[src/rtl/wave_capture_if.sv]
// wave_capture_if: sample-stream input, display handshake and waveform RAM write port
// of the wave_capture block. The slave modport is the capture block itself; the master
// modport is whatever feeds samples and consumes the RAM writes.
interface wave_capture_if #(
    parameter int SAMPLE_WIDTH = 16
);
    logic                           new_sample_ready;
    logic signed [SAMPLE_WIDTH-1:0] new_sample_in;
    logic                           wave_display_idle;
    logic [8:0]                     write_address;
    logic                           write_enable;
    logic [7:0]                     write_sample;
    logic                           read_index;

    modport master (
        output new_sample_ready,
        output new_sample_in,
        output wave_display_idle,
        input  write_address,
        input  write_enable,
        input  write_sample,
        input  read_index
    );

    modport slave (
        input  new_sample_ready,
        input  new_sample_in,
        input  wave_display_idle,
        output write_address,
        output write_enable,
        output write_sample,
        output read_index
    );
endinterface

[src/rtl/wave_capture.sv]
// wave_capture: writer side of the double-buffered 512x8 waveform RAM.
// Arms on reset, triggers on a rising zero crossing of the sample stream, writes 256
// samples into the half not owned by the display, then waits for the display to go
// idle before handing the freshly written half over by flipping read_index.
// Optional build macro WAVE_CAPTURE_DECIMATE_EN: while capturing, only every
// 2**DECIM_LOG2-th strobe is written, so one buffer spans a longer stretch of audio.
module wave_capture #(
    parameter int SAMPLE_WIDTH = 16,
    parameter int DECIM_LOG2   = 1
) (
    input  logic          clk,
    input  logic          reset_n,
    wave_capture_if.slave bus
);
    localparam int MSB = SAMPLE_WIDTH - 1;

    typedef enum logic [1:0] {
        ARMED  = 2'd0,
        ACTIVE = 2'd1,
        WAIT   = 2'd2
    } state_t;

    // Signed sample to 8-bit offset binary: flip the sign bit, keep the top magnitude bits.
    function automatic logic [7:0] to_offset_binary(input logic signed [SAMPLE_WIDTH-1:0] s);
        return {~s[MSB], s[MSB-1 -: 7]};
    endfunction

    state_t     state;
    logic [7:0] index;
    logic       prev_neg;
    logic       strobe;
    logic       sample_neg;
    logic       rising_cross;
    logic       take;

    assign strobe       = bus.new_sample_ready;
    assign sample_neg   = bus.new_sample_in[MSB];
    assign rising_cross = strobe & prev_neg & ~sample_neg;

`ifdef WAVE_CAPTURE_DECIMATE_EN
    // Strobes since the last written sample; a write is taken when it rolls over to 0.
    logic [DECIM_LOG2-1:0] decim;
    logic [DECIM_LOG2-1:0] decim_next;
    assign decim_next = decim + 1'b1;
    assign take       = (decim_next == '0);
`else
    localparam int unused_decim_log2 = DECIM_LOG2;
    assign take = 1'b1;
`endif

    // Sample bits below the top eight never reach the RAM.
    if (SAMPLE_WIDTH > 8) begin : g_low_bits
        logic unused_low_bits;
        assign unused_low_bits = ^bus.new_sample_in[SAMPLE_WIDTH-9:0];
    end

    // Capture FSM with registered RAM write port and buffer ownership bit.
    always_ff @(posedge clk or negedge reset_n) begin
        if (!reset_n) begin
            state             <= ARMED;
            index             <= '0;
            prev_neg          <= 1'b0;
            bus.read_index    <= 1'b0;
            bus.write_enable  <= 1'b0;
            bus.write_address <= '0;
            bus.write_sample  <= '0;
`ifdef WAVE_CAPTURE_DECIMATE_EN
            decim             <= '0;
`endif
        end else begin
            bus.write_enable <= 1'b0;
            if (strobe) begin
                prev_neg <= sample_neg;
            end
            case (state)
                ARMED: begin
                    if (rising_cross) begin
                        bus.write_enable  <= 1'b1;
                        bus.write_address <= {~bus.read_index, 8'd0};
                        bus.write_sample  <= to_offset_binary(bus.new_sample_in);
                        index             <= 8'd1;
                        state             <= ACTIVE;
`ifdef WAVE_CAPTURE_DECIMATE_EN
                        decim             <= '0;
`endif
                    end
                end
                ACTIVE: begin
                    if (strobe) begin
`ifdef WAVE_CAPTURE_DECIMATE_EN
                        decim <= decim_next;
`endif
                        if (take) begin
                            bus.write_enable  <= 1'b1;
                            bus.write_address <= {~bus.read_index, index};
                            bus.write_sample  <= to_offset_binary(bus.new_sample_in);
                            index             <= index + 8'd1;
                            if (index == 8'hFF) begin
                                state <= WAIT;
                            end
                        end
                    end
                end
                WAIT: begin
                    // Strobes are dropped here; the display takes the new half once idle.
                    if (bus.wave_display_idle) begin
                        bus.read_index <= ~bus.read_index;
                        state          <= ARMED;
                    end
                end
                default: begin
                    state <= ARMED;
                end
            endcase
        end
    end
endmodule

[src/flat_wrapper.sv]
// flat-port wrapper written by rule: the top's interface ports become plain ports
module wave_capture_flat 
#(
    parameter int SAMPLE_WIDTH = 16,
    parameter int DECIM_LOG2   = 1
)
  (clk, reset_n, bus_new_sample_ready, bus_new_sample_in, bus_wave_display_idle, bus_write_address, bus_write_enable, bus_write_sample, bus_read_index);
  wave_capture_if #(.SAMPLE_WIDTH(SAMPLE_WIDTH)) bus_i ();
  input  logic clk;
  input  logic reset_n;
  input wire logic [$bits(bus_i.new_sample_ready)-1:0] bus_new_sample_ready;
  input wire logic [$bits(bus_i.new_sample_in)-1:0] bus_new_sample_in;
  input wire logic [$bits(bus_i.wave_display_idle)-1:0] bus_wave_display_idle;
  output wire logic [$bits(bus_i.write_address)-1:0] bus_write_address;
  output wire logic [$bits(bus_i.write_enable)-1:0] bus_write_enable;
  output wire logic [$bits(bus_i.write_sample)-1:0] bus_write_sample;
  output wire logic [$bits(bus_i.read_index)-1:0] bus_read_index;
  assign bus_i.new_sample_ready = bus_new_sample_ready;
  assign bus_i.new_sample_in = bus_new_sample_in;
  assign bus_i.wave_display_idle = bus_wave_display_idle;
  assign bus_write_address = bus_i.write_address;
  assign bus_write_enable = bus_i.write_enable;
  assign bus_write_sample = bus_i.write_sample;
  assign bus_read_index = bus_i.read_index;
  wave_capture #(.SAMPLE_WIDTH(SAMPLE_WIDTH), .DECIM_LOG2(DECIM_LOG2)) u_core (.clk(clk), .reset_n(reset_n), .bus(bus_i));
endmodule
[config.mk]
export PLATFORM = sky130hd
export DESIGN_NAME = wave_capture_flat
export DESIGN_NICKNAME = d
export VERILOG_FILES = /design/src/rtl/wave_capture_if.sv /design/src/rtl/wave_capture.sv /design/src/flat_wrapper.sv
export SDC_FILE = /design/constraint.sdc
export NUM_CORES = 1
export LEC_CHECK = 0
export ABC_AREA = 1
export BUFFER_PORTS_ARGS = -buffer_cell sky130_fd_sc_hd__buf_2
export CORE_UTILIZATION = 53
export CTS_BUF_LIST = sky130_fd_sc_hd__clkbuf_8
export CTS_CLUSTER_SIZE = 8
export DETAILED_ROUTE_END_ITERATION = 6
export GPL_TIMING_DRIVEN = 0
export PLACE_DENSITY = 0.82
export SETUP_SLACK_MARGIN = 0.02
export SLEW_MARGIN = 5
export SYNTH_ARGS = -nofsm -noshare
export SYNTH_HDL_FRONTEND = slang
export SYNTH_SLANG_ARGS = --single-unit
[constraint.sdc]
create_clock -name clk -period 1.5 [get_ports clk]
set_clock_uncertainty 0.15 [all_clocks]
set_input_delay 0.075 -clock clk [delete_from_list [all_inputs] [get_ports clk]]
set_output_delay 0.075 -clock clk [all_outputs]
set_load 0.01 [all_outputs]
==> results.yml <==
routing:
  drt_iter0_markers: 27
  dr_wl_met2_mm: 1.627
  antenna_left: 0
  routed_via_density: 5.366
  met3WireLength_um: 175
  wl_mm: 3.194
  drt_pass1_iterations: 4
  drc_errors: 0
  top_layer: "met4"
  wl_per_cell_um: 14.07
  dr_total_vias: 1218
  m1WireLength_mm: 1.326
setup_path:
  startpoint_type: "input pin"
  cp-end-kind: "flip-flop"
  critPathMaxFanout: 10
  crit_family: "buffers and inverters"
  path_cells: "dlygate4sd3_1, buf_4, nand2_1, nor2_1, nand2_2, buf_2, nand2_1, nor2_1"
  path_depth: 8
  r2r_cells: 7
  worst-setup-path-type: "input pin to flip-flop"
  crit_required_ns: 1.56
  worstReg2RegEnd: "u_core.index[5]"
  crit_arrival_ns: 1.46
  r2r-start: "u_core.state[0]"
  cp_slowest_cell: "dlygate4sd3_1"
  reg2reg_slack_ns: 0.11
  crit_buf_inv: 3
  max_stage_delay_ns: 0.54
die:
  die_height_um: 52.05
  coreArea_mm2: 0.002276
  start_util_pct: 58.33
  ioPinCount: 39
  die_area_mm2: 0.002709
  rows: 17
  die_w_um: 52.05
synth:
  synth_edf_count: 0
  avgSynthCellArea_um2: 8.910
  synth.area.top_cells: "dfrtp_1 57%, nand2_1 12%, nand3_1 11%"
  netlist_instances: 149
  yosysMostFrequentCell: "nand2_1"
  mappedNetlistArea_mm2: 0.001328
  yosysWarnings: 0
  synth-async-reset-ratio_pct: 100.0
  synth_seq_area_share_pct: 56.55
  synth-seq-cells: 30
  synth_top_cell_area_share_pct: 56.55
  synth_common_cells: "41 x nand2_1, 30 x dfrtp_1, 29 x nand3_1"
  synth_area_leader_cell: "dfrtp_1"
  ys.flop_type: "dfrtp_1"
  ys_types: 23
  syn-num-nets: 170
timing:
  slew_viol_final: 0
  hold_viol: 0
  slew-limit-headroom_pct: 56.72
  min_period_over_period_pct: 93.65
  setup_viol_count_final: 0
  rsz0062_at_grt: "true"
  finalSetupTns_ns: 0
  post-route-min-period_ns: 1.405
  tightest_slew_ns: 0.6492
  clock.fmax_mhz: 711.8
final_layout:
  antenna_cells: 0
  drive_gt1_share_pct: 27.64
  area_delta_synth_final_pct: 32.23
  final_nets: 219
  utilization_pct: 77.13
outcome:
  outcome: "finished, final reports clean"
clocking:
  clk_path_buf_depth: 2
  cts_num_sinks: 30
  clk_latency_ns: 0.28
  cts_max_level: 2
  cts_buffers: 5
  path_clk_slew_ns: 0.06
  cts_root_buf: "clkbuf_8"
  cts_tree: "yes"
place:
  dp_hpwl_mm: 1.936
  io_buffers: 30
  gp_congestion: 0.8285
power_and_ir_drop:
  pwr-share-comb_pct: 30.6
  p_int_mw: 1.901
  ir_drop_mv: 1.074
  power_density_mw_per_mm2: 1634
  switching_share_pct: 33.73
  p_clk_share_pct: 27.3
  sequentialPowerShare_pct: 42.1
  p_switching_uw: 967.7
  p_leak_nw: 0.9649
run:
  maxCapViolations: 0
grt:
  grt_usage_pct: 27.42
  grt_pass1_wl_mm: 5.071
  grt_overflow: 0
  first_global_vias: 1210
  grt_max_degree: 31
  antenna_found_initial: 0
hold_path:
  hold_class: "input pin to asynchronous set/reset pin"
[worst register-to-register path, stage by stage (launching register included)]
cell and delay [ns]:
dfrtp_1 0.38, inv_2 0.07, nor2_4 0.15, nand2_4 0.09, nor2_1 0.19, nand3_1 0.12
nand2_1 0.09, nor2_1 0.05
[power groups by stage]
stage          sequential, mW  clock (mW)  combinational (mW)
6_report                 1.21       0.783               0.879
5_1_grt                  1.23       0.826               0.977
4_1_cts                  1.20       0.803               0.856
3_5_place_dp             1.21           0               0.810
3_3_place_gp             1.20           0               0.773
2_1_floorplan            1.27           0               0.444
[timing repair]
action,in CTS,in global routing
resized for setup,0,5
hold endpoints to repair,41,0
pin swaps,1,0
gates cloned,0,0
hold buffers,11,0
endpoints found under the setup margin,6,14
buffers inserted,1,0
[worst max-delay path by stage]
| stage | start | slack [ns] | to |
|---|---|---|---|
| finish | bus_new_sample_ready | 0.1 | u_core.index[6] |
| CTS | bus_new_sample_ready | 0.08 | u_core.bus.write_sample[0] |
| detailed placement | u_core.state[1] | 0.03 | u_core.index[4] |
| global route | u_core.index[0] | 0.01 | u_core.state[0] |
| floorplan | u_core.state[1] | 0.15 | u_core.index[4] |
| global placement | u_core.state[1] | 0.05 | u_core.bus.write_sample[7] |
[sequential cells by signal, indices dropped and copies added, names as in the netlist]
| signal | count |
|---|---|
| u_core.bus.write_sample | 8 |
| u_core.state | 2 |
| u_core.prev_neg | 1 |
| u_core.index | 8 |
| u_core.bus.read_index | 1 |
| u_core.bus.write_enable | 1 |
| u_core.bus.write_address | 9 |
[metal layers]
metal  track usage [%]  vias to the layer above
met5                 0                        -
met4             14.41                        0
met3             8.187                        6
met2             49.36                       43
met1             28.10                      586
li1                  -                      583
[layout by cell type, fill, tap and decap left out, drive strengths merged, types with 2 or more instances in the layout]
cell          n
buf          37
dfrtp        30
nand3        29
clkinv        2
nor3          2
a21oi         6
nor2         16
nand2        44
nand4         2
clkbuf        5
inv           8
dlygate4sd3  11
[kinds of logic (layout without fill, tap and decap cells)]
kind of cell	Yosys count	in the layout	synth area share, %
AO/OA/AOI/OAI	10	10	4.713
buffers and inverters	14	64	5.655
adder cells (fa/ha/maj)	1	1	0.9424
flip-flops	30	30	56.55
XOR/XNOR	1	1	0.6599
AND/OR/NAND/NOR	93	93	31.48
[metrics by stage]
stage	instance area, um^2	cells	hold WS (ns)	setup slack (ns)	power [mW]
2_1_floorplan	1328	149	-0.3706	0.1463	1.718
3_3_place_gp	1513	207	-0.02041	0.04876	1.974
3_5_place_dp	1513	207	-0.01029	0.02566	2.022
4_1_cts	1739	227	0.2216	0.08348	2.857
5_1_grt	1755	227	0.2806	0.01061	3.032
6_report	1755	227	0.2027	0.09519	2.869
[area by class of cell]
class | count | area (um^2)
plain buffers | 6 | 48.80
clock buffers | 5 | 68.82
clock inverters | 3 | 40.04
fillers | 138 | 520.5
inverters | 8 | 30.03
multi-input cells | 105 | 511.7
flip-flops and latches | 30 | 750.7
well taps | 28 | 35.03
repair buffers | 42 | 270.3
No activity file was read; power rests on OpenSTA's default activity.
